==> config.mk <==
export PLATFORM = sky130hd
export DESIGN_NAME = link_training_ctrl
export DESIGN_NICKNAME = d
export VERILOG_FILES = /design/src/rtl/link_pkg.sv /design/src/rtl/link_timer.sv /design/src/rtl/link_training_ctrl.sv
export SDC_FILE = /design/constraint.sdc
export NUM_CORES = 1
export LEC_CHECK = 0
export ABC_AREA = 1
export CORE_MARGIN = 2
export CORE_UTILIZATION = 35
export DETAILED_ROUTE_END_ITERATION = 16
export PLACE_DENSITY = 0.66
export SYNTH_ARGS = -nofsm -noshare
export SYNTH_HDL_FRONTEND = slang
export SYNTH_SLANG_ARGS = --single-unit
==> constraint.sdc <==
create_clock -name clk_4f -period 1.5 [get_ports clk_4f]
set_input_delay 0.3 -clock clk_4f [delete_from_list [all_inputs] [get_ports clk_4f]]
set_output_delay 0.3 -clock clk_4f [all_outputs]
set_load 0.02 [all_outputs]
==> src/rtl/link_pkg.sv <==
// ----------------------------------------------------------------------------
// link_pkg
// Shared definitions for the link-training path: FSM state encodings and the
// line symbols. Used by link_training_ctrl, serial_paralelo and the benches so
// every party agrees on the same codes.
// ----------------------------------------------------------------------------
package link_pkg;

  // FSM state encodings. These are visible on the controller's state port,
  // so the values are fixed.
  typedef enum logic [2:0] {
    ST_IDLE        = 3'd0,
    ST_TRAIN       = 3'd1,
    ST_WAIT_ACTIVE = 3'd2,
    ST_LINKUP      = 3'd3,
    ST_RECOVER     = 3'd4
  } link_state_e;

  // Line symbols.
  localparam logic [7:0] COM       = 8'hBC;  // training / comma symbol
  localparam logic [7:0] IDLE_SYM  = 8'h7C;  // filler while the link is up
  localparam logic [7:0] RESET_SYM = 8'h00;  // driven while not transmitting

  localparam logic [3:0] RETRAIN_MAX = 4'hF;

  // Saturating increment for the retrain counter: it sticks at all-ones.
  function automatic logic [3:0] sat_inc4(input logic [3:0] value);
    return (value == RETRAIN_MAX) ? value : value + 4'd1;
  endfunction

endpackage

==> src/rtl/link_timer.sv <==
// ----------------------------------------------------------------------------
// link_timer
// Loadable up-counter with a terminal-count flag. One instance is shared by
// the TRAIN symbol count and the WAIT_ACTIVE lock timeout; the owner reloads
// it on every state change and selects the terminal value per state.
//
// Ports
//   clk_i       clock, rising edge
//   rst_ni      asynchronous active-low reset
//   load_i      load load_val_i this cycle (takes priority over counting)
//   load_val_i  value loaded when load_i is high
//   en_i        count enable
//   term_i      terminal value; tc_o is high while the count equals it
//   tc_o        terminal-count flag (combinational from the count)
// ----------------------------------------------------------------------------
module link_timer #(
  parameter int WIDTH = 8
) (
  input  logic             clk_i,
  input  logic             rst_ni,
  input  logic             load_i,
  input  logic [WIDTH-1:0] load_val_i,
  input  logic             en_i,
  input  logic [WIDTH-1:0] term_i,
  output logic             tc_o
);

  logic [WIDTH-1:0] count_q;
  logic [WIDTH-1:0] count_d;

  assign tc_o = (count_q == term_i);

  // The counter holds once it reaches the terminal value so a caller that
  // lingers for a cycle never sees it wrap back to zero.
  always_comb begin
    count_d = count_q;
    if (load_i) begin
      count_d = load_val_i;
    end else if (en_i && !tc_o) begin
      count_d = count_q + WIDTH'(1);
    end
  end

  always_ff @(posedge clk_i or negedge rst_ni) begin
    if (!rst_ni) begin
      count_q <= '0;
    end else begin
      count_q <= count_d;
    end
  end

endmodule

==> src/rtl/link_training_ctrl.sv <==
// ----------------------------------------------------------------------------
// link_training_ctrl
// Brings up a serial link: sends a burst of COM symbols, waits for the
// receiver to report lock, then passes payload bytes to the transmitter with
// one cycle of latency. Loss of lock, or a lock timeout, sends the FSM back to
// training and bumps a saturating retrain counter.
//
// tx_data / tx_valid / link_up are registered from the *next* state, so on
// any cycle they line up with the state shown on the state port.
//
// Parameters
//   NUM_TRAIN     COM symbols sent in TRAIN before waiting for lock
//   LOCK_TIMEOUT  cycles allowed in WAIT_ACTIVE before retraining
//
// Ports
//   clk_4f         sole clock, rising edge
//   reset_L        asynchronous active-low reset
//   rx_active      receiver lock indication
//   in_data        payload byte from upstream
//   in_valid       in_data valid
//   in_ready       byte accepted this cycle (high only in LINKUP)
//   tx_data        byte to the parallel-serial transmitter
//   tx_valid       tx_data valid
//   link_up        high while the state is LINKUP
//   state          current FSM state encoding
//   retrain_count  number of retrains, saturating at 15
// ----------------------------------------------------------------------------
module link_training_ctrl
  import link_pkg::*;
#(
  parameter int NUM_TRAIN    = 4,
  parameter int LOCK_TIMEOUT = 64
) (
  input  logic       clk_4f,
  input  logic       reset_L,
  input  logic       rx_active,
  input  logic [7:0] in_data,
  input  logic       in_valid,
  output logic       in_ready,
  output logic [7:0] tx_data,
  output logic       tx_valid,
  output logic       link_up,
  output logic [2:0] state,
  output logic [3:0] retrain_count
);

  // The shared timer is sized for the larger of the two counts.
  localparam int TMR_MAX = (NUM_TRAIN > LOCK_TIMEOUT) ? NUM_TRAIN : LOCK_TIMEOUT;
  localparam int TMR_W   = $clog2(TMR_MAX + 1);

  localparam logic [TMR_W-1:0] TRAIN_TERM = TMR_W'(NUM_TRAIN - 1);
  localparam logic [TMR_W-1:0] WAIT_TERM  = TMR_W'(LOCK_TIMEOUT - 1);

  link_state_e state_q, state_d;
  logic [7:0]  tx_data_q, tx_data_d;
  logic        tx_valid_q, tx_valid_d;
  logic        link_up_q, link_up_d;
  logic [3:0]  retrain_q, retrain_d;

  logic             timer_load;
  logic             timer_en;
  logic             timer_tc;
  logic [TMR_W-1:0] timer_term;
  logic             xfer;

  // --------------------------------------------------------------------------
  // Handshake: ready is a pure decode of the registered state.
  // --------------------------------------------------------------------------
  assign in_ready = (state_q == ST_LINKUP);
  assign xfer     = in_ready && in_valid;

  // --------------------------------------------------------------------------
  // Shared timer. Reloading on every state change means each TRAIN or
  // WAIT_ACTIVE visit starts counting from zero on its first cycle, so TRAIN
  // lasts NUM_TRAIN cycles and WAIT_ACTIVE at most LOCK_TIMEOUT cycles.
  // --------------------------------------------------------------------------
  assign timer_load = (state_d != state_q);
  assign timer_en   = (state_q == ST_TRAIN) || (state_q == ST_WAIT_ACTIVE);
  assign timer_term = (state_q == ST_TRAIN) ? TRAIN_TERM : WAIT_TERM;

  link_timer #(
    .WIDTH (TMR_W)
  ) u_timer (
    .clk_i      (clk_4f),
    .rst_ni     (reset_L),
    .load_i     (timer_load),
    .load_val_i ('0),
    .en_i       (timer_en),
    .term_i     (timer_term),
    .tc_o       (timer_tc)
  );

  // --------------------------------------------------------------------------
  // Next-state logic and retrain accounting.
  // --------------------------------------------------------------------------
  always_comb begin
    // NOTE: every variable gets a default before the case so all paths assign
    // it; a missed branch would otherwise infer a latch.
    state_d   = state_q;
    retrain_d = retrain_q;

    case (state_q)
      ST_IDLE: begin
        state_d = ST_TRAIN;
      end

      ST_TRAIN: begin
        if (timer_tc) begin
          state_d = ST_WAIT_ACTIVE;
        end
      end

      ST_WAIT_ACTIVE: begin
        // Lock is tested first: a lock arriving on the timeout cycle wins
        // and is not counted as a retrain.
        if (rx_active) begin
          state_d = ST_LINKUP;
        end else if (timer_tc) begin
          state_d   = ST_TRAIN;
          retrain_d = sat_inc4(retrain_q);
        end
      end

      ST_LINKUP: begin
        if (!rx_active) begin
          state_d = ST_RECOVER;
        end
      end

      ST_RECOVER: begin
        state_d   = ST_TRAIN;
        retrain_d = sat_inc4(retrain_q);
      end

      default: begin
        state_d = ST_IDLE;
      end
    endcase
  end

  // --------------------------------------------------------------------------
  // Registered outputs, decoded from the next state. A byte accepted on the
  // last LINKUP cycle is still sent even when the FSM is leaving for RECOVER.
  // --------------------------------------------------------------------------
  always_comb begin
    tx_valid_d = 1'b1;
    tx_data_d  = COM;
    link_up_d  = (state_d == ST_LINKUP);

    if (state_d == ST_IDLE) begin
      tx_valid_d = 1'b0;
      tx_data_d  = RESET_SYM;
    end else if (xfer) begin
      tx_data_d = in_data;  // payload passes untouched, COM/IDLE_SYM included
    end else if (state_d == ST_LINKUP) begin
      tx_data_d = IDLE_SYM;
    end
  end

  // --------------------------------------------------------------------------
  // State and output registers.
  // --------------------------------------------------------------------------
  always_ff @(posedge clk_4f or negedge reset_L) begin
    if (!reset_L) begin
      state_q    <= ST_IDLE;
      tx_data_q  <= RESET_SYM;
      tx_valid_q <= 1'b0;
      link_up_q  <= 1'b0;
      retrain_q  <= 4'd0;
    end else begin
      // NOTE: non-blocking assignments so every register samples the values
      // from before the edge, independent of statement order.
      state_q    <= state_d;
      tx_data_q  <= tx_data_d;
      tx_valid_q <= tx_valid_d;
      link_up_q  <= link_up_d;
      retrain_q  <= retrain_d;
    end
  end

  assign state         = state_q;
  assign tx_data       = tx_data_q;
  assign tx_valid      = tx_valid_q;
  assign link_up       = link_up_q;
  assign retrain_count = retrain_q;

endmodule

==> qor.txt, run 1 <==
nets@finish -> 203
flop-to-flop setup slack -> -0.12 ns
DR vias/cell -> 4.64
Cells after Synth -> 129
Layout Skew -> 0.000830 ns
critical path class -> flop to flop
mapped cell area -> 0.00115 mm2
IO Port Bufs -> 29
CP Max Fanout -> 7
Slew headroom -> 78.4%
commonest non-fill, non-tap cell in the layout -> buf_4
FF+latch count, synth -> 24
crit path DAT -> 1.83 ns
CP Launch Type -> flop
CTS buffer count -> 3
TNS Setup -> -1.01 ns
Max-Cap Viols -> 0
first-pass GRT wire length -> 4640 um
number of diodes -> 0
CTS H-tree depth -> 1
status -> complete, but fails checks
dpl hpwl -> 2030 um
failing checks -> negative setup slack
share of layout cells above drive strength 1 -> 43.1%
# setup viols final -> 12
initial drt markers -> 28
sequential area share after synthesis -> 52.2%
detailed-route wire length per cell -> 12.2 um
die width -> 61.3 um
unrepaired setup endpoints after global routing -> true
Hold WC Path Type -> primary input to asynchronous set/reset pin
Post-Route WL -> 2840 um
clk sink count -> 24
Fmax -> 617 MHz
final-layout fill cell count -> 276
Synth cell types -> 20
Synth Net Count -> 143
period utilisation layout -> 108%
total gr overflow -> 0
Detailed Routing Iterations Pass 1 -> 4
Final Hold Vio Count -> 0
VDD IR-drop max -> 940 uV
total track usage -> 16.6%
Via Count -> 1076
Die ar. -> 0.00376 mm2
Mean Syn Cell Area -> 8.91 um2
number of remaining DRC errors -> 0
Reg clk slew, reported paths -> 0.12 ns
CTS tree -> built
Leakage -> 0.895 nW
dpl cells -> 221
Layout area overhead -> 65.3%
clock period minus worst slack -> 1.62 ns
chip height -> 61.3 um
initial core utilization -> 37.4%
Req. time, crit path -> 1.71 ns
Reg2Reg Capture Point -> u_timer.count_q[1]$_DFFE_PN0P_
Clk Latency, worst-skew pair -> 0.31 ns
CTS max path bufs -> 2
RePlAce Congestion -> 0.820
Worst R2R Start -> state[0]$_DFF_PN0_
vias in the first global route -> 1058
hold_buf cts -> 0
initial antenna violation count -> 0
Max Slew Vio Count -> 0
root buf cell -> clkbuf_4
num rows -> 20
PnR worst setup slack -> -0.121 ns
crit path capture -> u_timer.count_q[1]$_DFFE_PN0P_
most frequent cells in the layout -> 21 x buf_4, 19 x dfrtp_1, 17 x nor2_1
cell count of the worst reg-to-reg path -> 7
CORE AREA -> 0.00308 mm2
largest net degree at the start of global routing -> 25
final instance area -> 0.00190 mm2
Worst Max-Slew Pin Slew -> 0.322 ns
io pins -> 30
antenna violation net count after detailed routing -> 0
critical path endpoint category -> flop
Yosys warning total -> 0
dpl cell area -> 0.00170 mm2
Worst setup startpoint -> state[0]$_DFF_PN0_
power per cell area -> 1510 mW/mm2
Layout Cells excl Fill -> 232
==> kinds of logic after synthesis <==
family,count (synthesis),share of synthesized area [%]
flip-flops,24,52.2
multiplexers,2,1.96
adder cells (fa/ha/maj),2,2.18
AND/OR/NAND/NOR,65,26.1
buffers and inverters,16,5.22
XOR/XNOR,9,6.85
AO/OA/AOI/OAI,11,5.44
==> registers in the layout, indices dropped and copies added (netlist names) <==
register / flops
tx_data: 8
retrain_count: 4
state: 3
u_timer.count_q: 7
tx_valid: 1
link_up: 1
==> metrics by stage <==
stage	total power [mW]	util, %	setup slack (ns)	hold WS, ns
4_1_cts	2.69	58.1	-0.0621	0.336
5_1_grt	3.06	61.7	-0.189	0.329
2_1_floorplan	1.69	-	-0.00843	0.00441
3_3_place_gp	2.28	55.2	-0.0693	0.518
6_report	2.87	61.7	-0.121	0.331
3_5_place_dp	2.32	55.2	-0.153	0.527
==> Yosys cell counts <==
| library cell | number | share of area (%) |
|---|---|---|
| nor2_2 | 9 | 4.9 |
| nand2_4 | 1 | 0.98 |
| o21ai_1 | 3 | 1.3 |
| nand3_2 | 1 | 0.87 |
| ha_1 | 2 | 2.2 |
| nand3_1 | 9 | 3.9 |
| nor2_1 | 18 | 5.9 |
| a31oi_2 | 1 | 1.1 |
| a21oi_1 | 3 | 1.3 |
| nor3_1 | 1 | 0.43 |
| nand2_1 | 23 | 7.5 |
| inv_1 | 13 | 4.2 |
| inv_2 | 3 | 0.98 |
| xor2_1 | 5 | 3.8 |
| mux2_2 | 2 | 2.0 |
| o21ai_0 | 4 | 1.7 |
| nand4_1 | 2 | 1.1 |
| dfrtp_1 | 24 | 52 |
| xnor2_1 | 4 | 3.0 |
| nand2_2 | 1 | 0.54 |
==> power breakdown <==
group	internal [mW]	switching [mW]	total [mW]	leakage (nW)
logic	0.739	0.903	1.64	0.586
clock network	0.148	0.181	0.329	0.0210
registers	0.784	0.112	0.896	0.287
==> worst min-delay path by stage <==
stage / startpoint / endpoint / cells past startpoint
after floorplan: reset_L / link_up$_DFF_PN0_ / 0
after global placement: retrain_count[2]$_DFFE_PN0P_ / retrain_count[2]$_DFFE_PN0P_ / 1
after detailed placement: retrain_count[2]$_DFFE_PN0P_ / retrain_count[2]$_DFFE_PN0P_ / 1
after CTS: reset_L / tx_data[1]$_DFF_PN0_ / 2
after global routing: reset_L / u_timer.count_q[5]$_DFFE_PN0P_ / 2
final: reset_L / tx_data[1]$_DFF_PN0_ / 2
==> metal layers <==
layer  share of wire, %  wire, um  global-route usage (%)
met2                 51      1460                    26.7
met5                  0         0                       0
met1                 44      1260                    22.8
met3                3.5        98                    1.89
met4               0.95        27                    6.83
==> area by class of cell <==
| cell class | count | area (um2) | area share [%] |
|---|---|---|---|
| Multi-Input combinational cell | 89 | 672 | 35.4 |
| Sequential cell | 24 | 607 | 31.9 |
| Timing Repair Buffer | 55 | 470 | 24.8 |
| Inverter | 16 | 60.1 | 3.16 |
| Tap cell | 44 | 55.1 | 2.90 |
| Clock buffer | 4 | 36.3 | 1.91 |
==> critical path, cell delays in order, from the launching register on <==
cell and delay (ns):
dfrtp_2 0.51, inv_1 0.11, nand3_1 0.12, inv_2 0.10, o21ai_1 0.29, a31oi_4 0.16
nand2_4 0.18, nor2_2 0.06
==> what timing repair did <==
action	4_1_cts	5_1_grt
gates cloned	0	0
endpoints found under the setup margin	28	16
pin swaps	4	13
buffers inserted	4	3
gates resized for setup	34	31
(Power assumes the default switching activity.)
==> run 2, diff against run 1 <==
Settings changed: CORE_ASPECT_RATIO set to 0.75.
==> qor.txt, run 2 (synthesis gave the netlist of run 1 again) <==
die width -> 70.2 um (+14%)
vias in the first global route -> 1165 (+10%)
Slew headroom -> 79.7% (+1.3 points)
final-layout fill cell count -> 256 (-7.2%)
total gr overflow -> 0 (unchanged)
# setup viols final -> 10 (-2)
RePlAce Congestion -> 0.807 (-1.6%)
CP Launch Type -> flop
PnR worst setup slack -> -0.0724 ns (+0.0482 ns)
CTS buffer count -> 3 (unchanged)
hold_buf cts -> 0 (unchanged)
initial drt markers -> 56 (+100%)
critical path endpoint category -> flop
net switching power figure -> 1.16 mW (-2.6%)
Leakage -> 0.901 nW (+0.67%)
failing checks -> negative setup slack
Max-Cap Viols -> 0 (unchanged)
Final Hold Vio Count -> 0 (unchanged)
nets@finish -> 208 (+2.5%)
dpl hpwl -> 2030 um (+0.13%)
DR vias/cell -> 4.69 (+1.2%)
flip-flop count of the largest register after layout -> 8 (unchanged)
CP Max Fanout -> 7 (unchanged)
total power -> 2.88 mW (+0.49%)
clock period minus worst slack -> 1.57 ns (-0.0482 ns)
Storage cell area -> 606 um2 (-0.21%)
power per cell area -> 1520 mW/mm2 (+1.0%)
CTS H-tree depth -> 1 (unchanged)
antenna violation net count after detailed routing -> 0 (unchanged)
total track usage -> 18.2% (+1.5 points)
number of diodes -> 0 (unchanged)
initial core utilization -> 37.8% (+0.45 points)
Layout area overhead -> 64.4%
most frequent cells in the layout -> 28 x buf_4, 20 x dfrtp_1, 17 x nor2_1, 17 x nand2_1, 15 x dlygate4sd2_1
number of remaining DRC errors -> 0 (unchanged)
DP Worst Slack -> -0.111 ns (+0.0422 ns)
final hold slack -> 0.378 ns (+0.0471 ns)
Hold WC Path Type -> primary input to asynchronous set/reset pin
VDD IR-drop max -> 762 uV (-19%)
combinational fraction of design power -> 55.8% (-1.5 points)
crit path DAT -> 1.72 ns (-0.11 ns)
unrepaired setup endpoints after global routing -> true
commonest non-fill, non-tap cell in the layout -> buf_4
share of layout cells above drive strength 1 -> 38.9% (-4.2 points)
cell count of the worst reg-to-reg path -> 11 (+4)
status -> complete, but fails checks
Die ar. -> 0.00376 mm2 (+0.14%)
Req. time, crit path -> 1.65 ns (-0.06 ns)
Via Count -> 1084 (+0.74%)
detailed-route wire length per cell -> 12.8 um (+4.5%)
Post-Route WL -> 2960 um (+4.0%)
critical path class -> flop to flop
Max Slew Vio Count -> 0 (unchanged)
internal power -> 1.72 mW (+2.7%)
num rows -> 17 (-15%)
Clk Latency, worst-skew pair -> 0.27 ns (-0.04 ns)
first-pass GRT wire length -> 5300 um (+14%)
Layout Skew -> 0.0114 ns (+0.0106 ns)
largest net degree at the start of global routing -> 25 (unchanged)
clk sink count -> 24 (unchanged)
io pins -> 30 (unchanged)
IO Port Bufs -> 29 (unchanged)
multi-input logic area -> 607 um2 (-9.7%)
switching share of total power -> 40.4% (-1.3 points)
sequential power share -> 30.7% (-0.5 points)
Worst Max-Slew Pin Slew -> 0.304 ns (-0.0178 ns)
root buf cell -> clkbuf_8
Clk pwr share -> 13.5% (+2.0 points)
CTS tree -> built
initial antenna violation count -> 0 (unchanged)
Fmax -> 636 MHz (+3.1%)
period utilisation layout -> 105% (-3.2 points)
CTS max path bufs -> 2 (unchanged)
chip height -> 53.6 um (-13%)
CORE AREA -> 0.00304 mm2 (-1.2%)
Detailed Routing Iterations Pass 1 -> 4 (unchanged)
Reg clk slew, reported paths -> 0.09 ns (-0.03 ns)
-- run 2: cell types whose count changed in the layout (fill, tap and decap cells not counted), sizes merged --
| cell | previous run | this run |
|---|---|---|
| buf | 28 | 32 |
| clkbuf | 7 | 6 |
| clkdlybuf4s15 | 1 | 0 |
| dlygate4sd2 | 12 | 15 |
-- run 2: cell type report --
class,instances,area share [%]
tap,38,2.51
multi-input combinational,89,32.1
timing repair buffer,60,27.4
inverter,16,3.57
sequential,24,32.0
clock buffer,4,2.38
-- run 2: what timing repair did --
action                                  in CTS  in global routing
buffers inserted                             9                  4
resized for setup                           34                  7
endpoints found under the setup margin      28                 16
pin swaps                                   10                  7
-- run 2: path summary, 6_finish.rpt --
check | from | end | slack, ns
hold / removal | reset_L | retrain_count[2]$_DFFE_PN0P_ | 0.38
setup / recovery | state[2]$_DFF_PN0_ | u_timer.count_q[3]$_DFFE_PN0P_ | -0.07
hold reg to reg | retrain_count[2]$_DFFE_PN0P_ | retrain_count[2]$_DFFE_PN0P_ | 0.56
min in group clk_4f | in_data[1] | tx_data[1]$_DFF_PN0_ | 0.54
max in group asynchronous | reset_L | retrain_count[0]$_DFFE_PN0P_ | 0.86
setup reg to reg | state[2]$_DFF_PN0_ | u_timer.count_q[3]$_DFFE_PN0P_ | -0.07
-- run 2: stage by stage --
stage | cell area, um2 | setup TNS (ns) | instances | utilization, %
floorplan | 1210 | -0.0169 | 129 | -
global placement | 1710 | -0.634 | 215 | 56.1
detailed placement | 1710 | -0.847 | 215 | 56.1
CTS | 1870 | -0.376 | 228 | 61.5
global route | 1890 | -1.62 | 231 | 62.2
finish | 1890 | -0.573 | 231 | 62.2
-- run 2: worst max-delay path: stages (launching register included) --
cell and delay [ns]:
dfrtp_2 0.43, inv_4 0.08, buf_6 0.10, nand3_4 0.07, nand2_4 0.07, nand3_4 0.11, a21oi_2 0.18, nand2_1 0.09
nand2_1 0.08, nand2_2 0.06, nand2_4 0.14, nor2_2 0.04
-- run 2: power by group through the flow --
stage / Sequential (mW) / Combinational, mW / Clock (mW)
detailed placement: 0.903 / 1.41 / 0
finish: 0.884 / 1.61 / 0.389
global placement: 0.895 / 1.38 / 0
global route: 0.900 / 1.76 / 0.444
CTS: 0.883 / 1.58 / 0.408
floorplan: 1.05 / 0.648 / 0
-- run 2: metal layers --
| layer | wire [um] | GRT usage (%) | vias to the layer above | part of all wire, % |
|---|---|---|---|---|
| li1 | - | - | 535 | - |
| met1 | 1380 | 22.7 | 526 | 47 |
| met2 | 1410 | 31.4 | 19 | 48 |
| met3 | 122 | 5.43 | 4 | 4.1 |
| met4 | 43 | 5.13 | 0 | 1.5 |
| met5 | 0 | 0 | - | 0 |
==> run 3, diff against run 2 <==
Settings changed: CORE_MARGIN 2 to 8, PLACE_DENSITY 0.66 to 0.64.
Clock period 1.5 ns to 2 ns, I/O delays scaled along.
==> qor.txt, run 3 (synthesis gave the netlist of run 1 again) <==
final-layout fill cell count -> 310 (+21%)
cell count of the worst reg-to-reg path -> 8 (-3)
total power -> 1.76 mW (-39%)
final instance area -> 0.00155 mm2 (-18%)
Req. time, crit path -> 1.60 ns (-0.05 ns)
vias in the first global route -> 919 (-21%)
Max-Cap Viols -> 0 (unchanged)
io pins -> 30 (unchanged)
critical path class -> flop to primary output
Clk Latency, worst-skew pair -> 0.26 ns (about the same)
antenna violation net count after detailed routing -> 0 (unchanged)
RePlAce Congestion -> 0.835 (+3.5%)
CTS buffer count -> 3 (unchanged)
Layout Skew -> 0.00756 ns (-0.00385 ns)
flip-flop count of the largest register after layout -> 8 (unchanged)
clk sink count -> 24 (unchanged)
Max Slew Vio Count -> 0 (unchanged)
CTS max path bufs -> 2 (unchanged)
Slew headroom -> 76.4% (-3.3 points)
commonest non-fill, non-tap cell in the layout -> clkdlybuf4s50_1
chip height -> 65.6 um (+22%)
root buf cell -> clkbuf_8
period utilisation layout -> 91.1%
worst-path cell with the longest stage delay -> clkdlybuf4s50_1
critical path endpoint category -> primary output
dpl cell area -> 0.00151 mm2 (-11%)
total track usage -> 10.3% (-7.9 points)
Die ar. -> 0.00539 mm2 (+43%)
CTS tree -> built
Worst Max-Slew Pin Slew -> 0.351 ns (+0.0471 ns)
Post-Route WL -> 2550 um (-14%)
initial drt markers -> 26 (-54%)
CP Launch Type -> flop
CORE AREA -> 0.00322 mm2 (+5.9%)
initial core utilization -> 35.7% (-2.1 points)
crit path DAT -> 1.42 ns (-0.30 ns)
first-pass GRT wire length -> 4350 um (-18%)
largest net degree at the start of global routing -> 25 (unchanged)
Leakage -> 0.720 nW (-20%)
VDD IR-drop max -> 636 uV (-17%)
number of diodes -> 0 (unchanged)
CP Depth -> 1 (-10)
Fmax -> 549 MHz
unrepaired setup endpoints after global routing -> false
Hold WC Path Type -> primary input to asynchronous set/reset pin
CP Max Fanout -> 7 (unchanged)
Detailed Routing Iterations Pass 1 -> 4 (unchanged)
num rows -> 18 (+1)
PnR worst setup slack -> 0.178 ns (+0.251 ns)
status -> complete, no violations
CP Cell Sequence -> clkdlybuf4s50_1
share of layout cells above drive strength 1 -> 14.6% (-24 points)
Final Hold Vio Count -> 0 (unchanged)
initial antenna violation count -> 0 (unchanged)
TNS Setup -> 0 ns (+0.573 ns)
number of remaining DRC errors -> 0 (unchanged)
detailed-route wire length per cell -> 12.5 um (-2.3%)
power per cell area -> 1130 mW/mm2 (-26%)
Via Count -> 928 (-14%)
# setup viols final -> 0 (-10)
dpl hpwl -> 2010 um (-1.3%)
Top Family by Delay on Critical Path -> buffers and inverters
CP max stage delay -> 0.66 ns (+0.23 ns)
nets@finish -> 180 (-13%)
buffer and inverter count on the worst path -> 1 (-1)
Layout area overhead -> 35.0%
CTS H-tree depth -> 1 (unchanged)
clock period minus worst slack -> 1.82 ns
total gr overflow -> 0 (unchanged)
final hold slack -> 0.491 ns (+0.112 ns)
most frequent cells in the layout -> 28 x clkdlybuf4s50_1, 24 x dfrtp_1, 23 x nand2_1
die width -> 82.2 um (+17%)
DP Worst Slack -> 0.207 ns (+0.319 ns)
Reg clk slew, reported paths -> 0.08 ns (about the same)
IO Port Bufs -> 29 (unchanged)
DR vias/cell -> 4.55 (-3.1%)
[run 3: cell count changes in the layout (fill, tap and decap cells not counted), sizes merged]
| cell | delta |
|---|---|
| buf | -29 |
| clkbuf | -3 |
| clkdlybuf4s50 | +17 |
| dlygate4sd2 | -14 |
[run 3: what timing repair did]
item / in CTS / in global routing
setup endpoints to repair: 1 / 0
endpoints found under the hold margin: 0 / 0
hold buffers: 0 / 0
gates resized for setup: 1 / 0
buffers inserted: 0 / 0
[run 3: layer usage]
metal / GRT usage, % / vias to the layer above / part of all wire (%)
met5: 0 / - / 0
met4: 2.62 / 0 / 0.82
met3: 2.45 / 2 / 4.2
met2: 16.2 / 16 / 46
met1: 13.7 / 438 / 49
li1: - / 472 / -
[run 3: metrics by stage]
step	util, %	cells
global route	48.2	204
detailed placement	47.0	201
global placement	47.0	201
finish	48.2	204
CTS	48.2	204
floorplan	-	129
[run 3: path summary, 6_finish.rpt]
path                                               from                             end  slack [ns]
hold / removal                                  reset_L            tx_data[3]$_DFF_PN0_        0.49
setup reg to reg                     state[2]$_DFF_PN0_    retrain_count[3]$_DFFE_PN0P_        0.21
min in group clk_4f        retrain_count[0]$_DFFE_PN0P_    retrain_count[0]$_DFFE_PN0P_        0.53
setup / recovery                     state[1]$_DFF_PN0_                        state[1]        0.18
max in group asynchronous                       reset_L  u_timer.count_q[2]$_DFFE_PN0P_        1.27
hold reg to reg            retrain_count[0]$_DFFE_PN0P_    retrain_count[0]$_DFFE_PN0P_        0.53
[run 3: area by class of cell]
class	instances	area, um2	area share, %
clock buffers	3	41.3	2.66
inverters	16	60.1	3.87
multi-input cells	89	489	31.5
flip-flops and latches	24	601	38.7
well taps	40	50.0	3.22
repair buffers	32	312	20.1
[run 3: power by group]
| part | switching [mW] | leakage (nW) | internal, mW | total, mW |
|---|---|---|---|---|
| Sequential | 0.0852 | 0.294 | 0.584 | 0.670 |
| Clock | 0.138 | 0.0216 | 0.134 | 0.272 |
| Combinational | 0.481 | 0.404 | 0.337 | 0.818 |
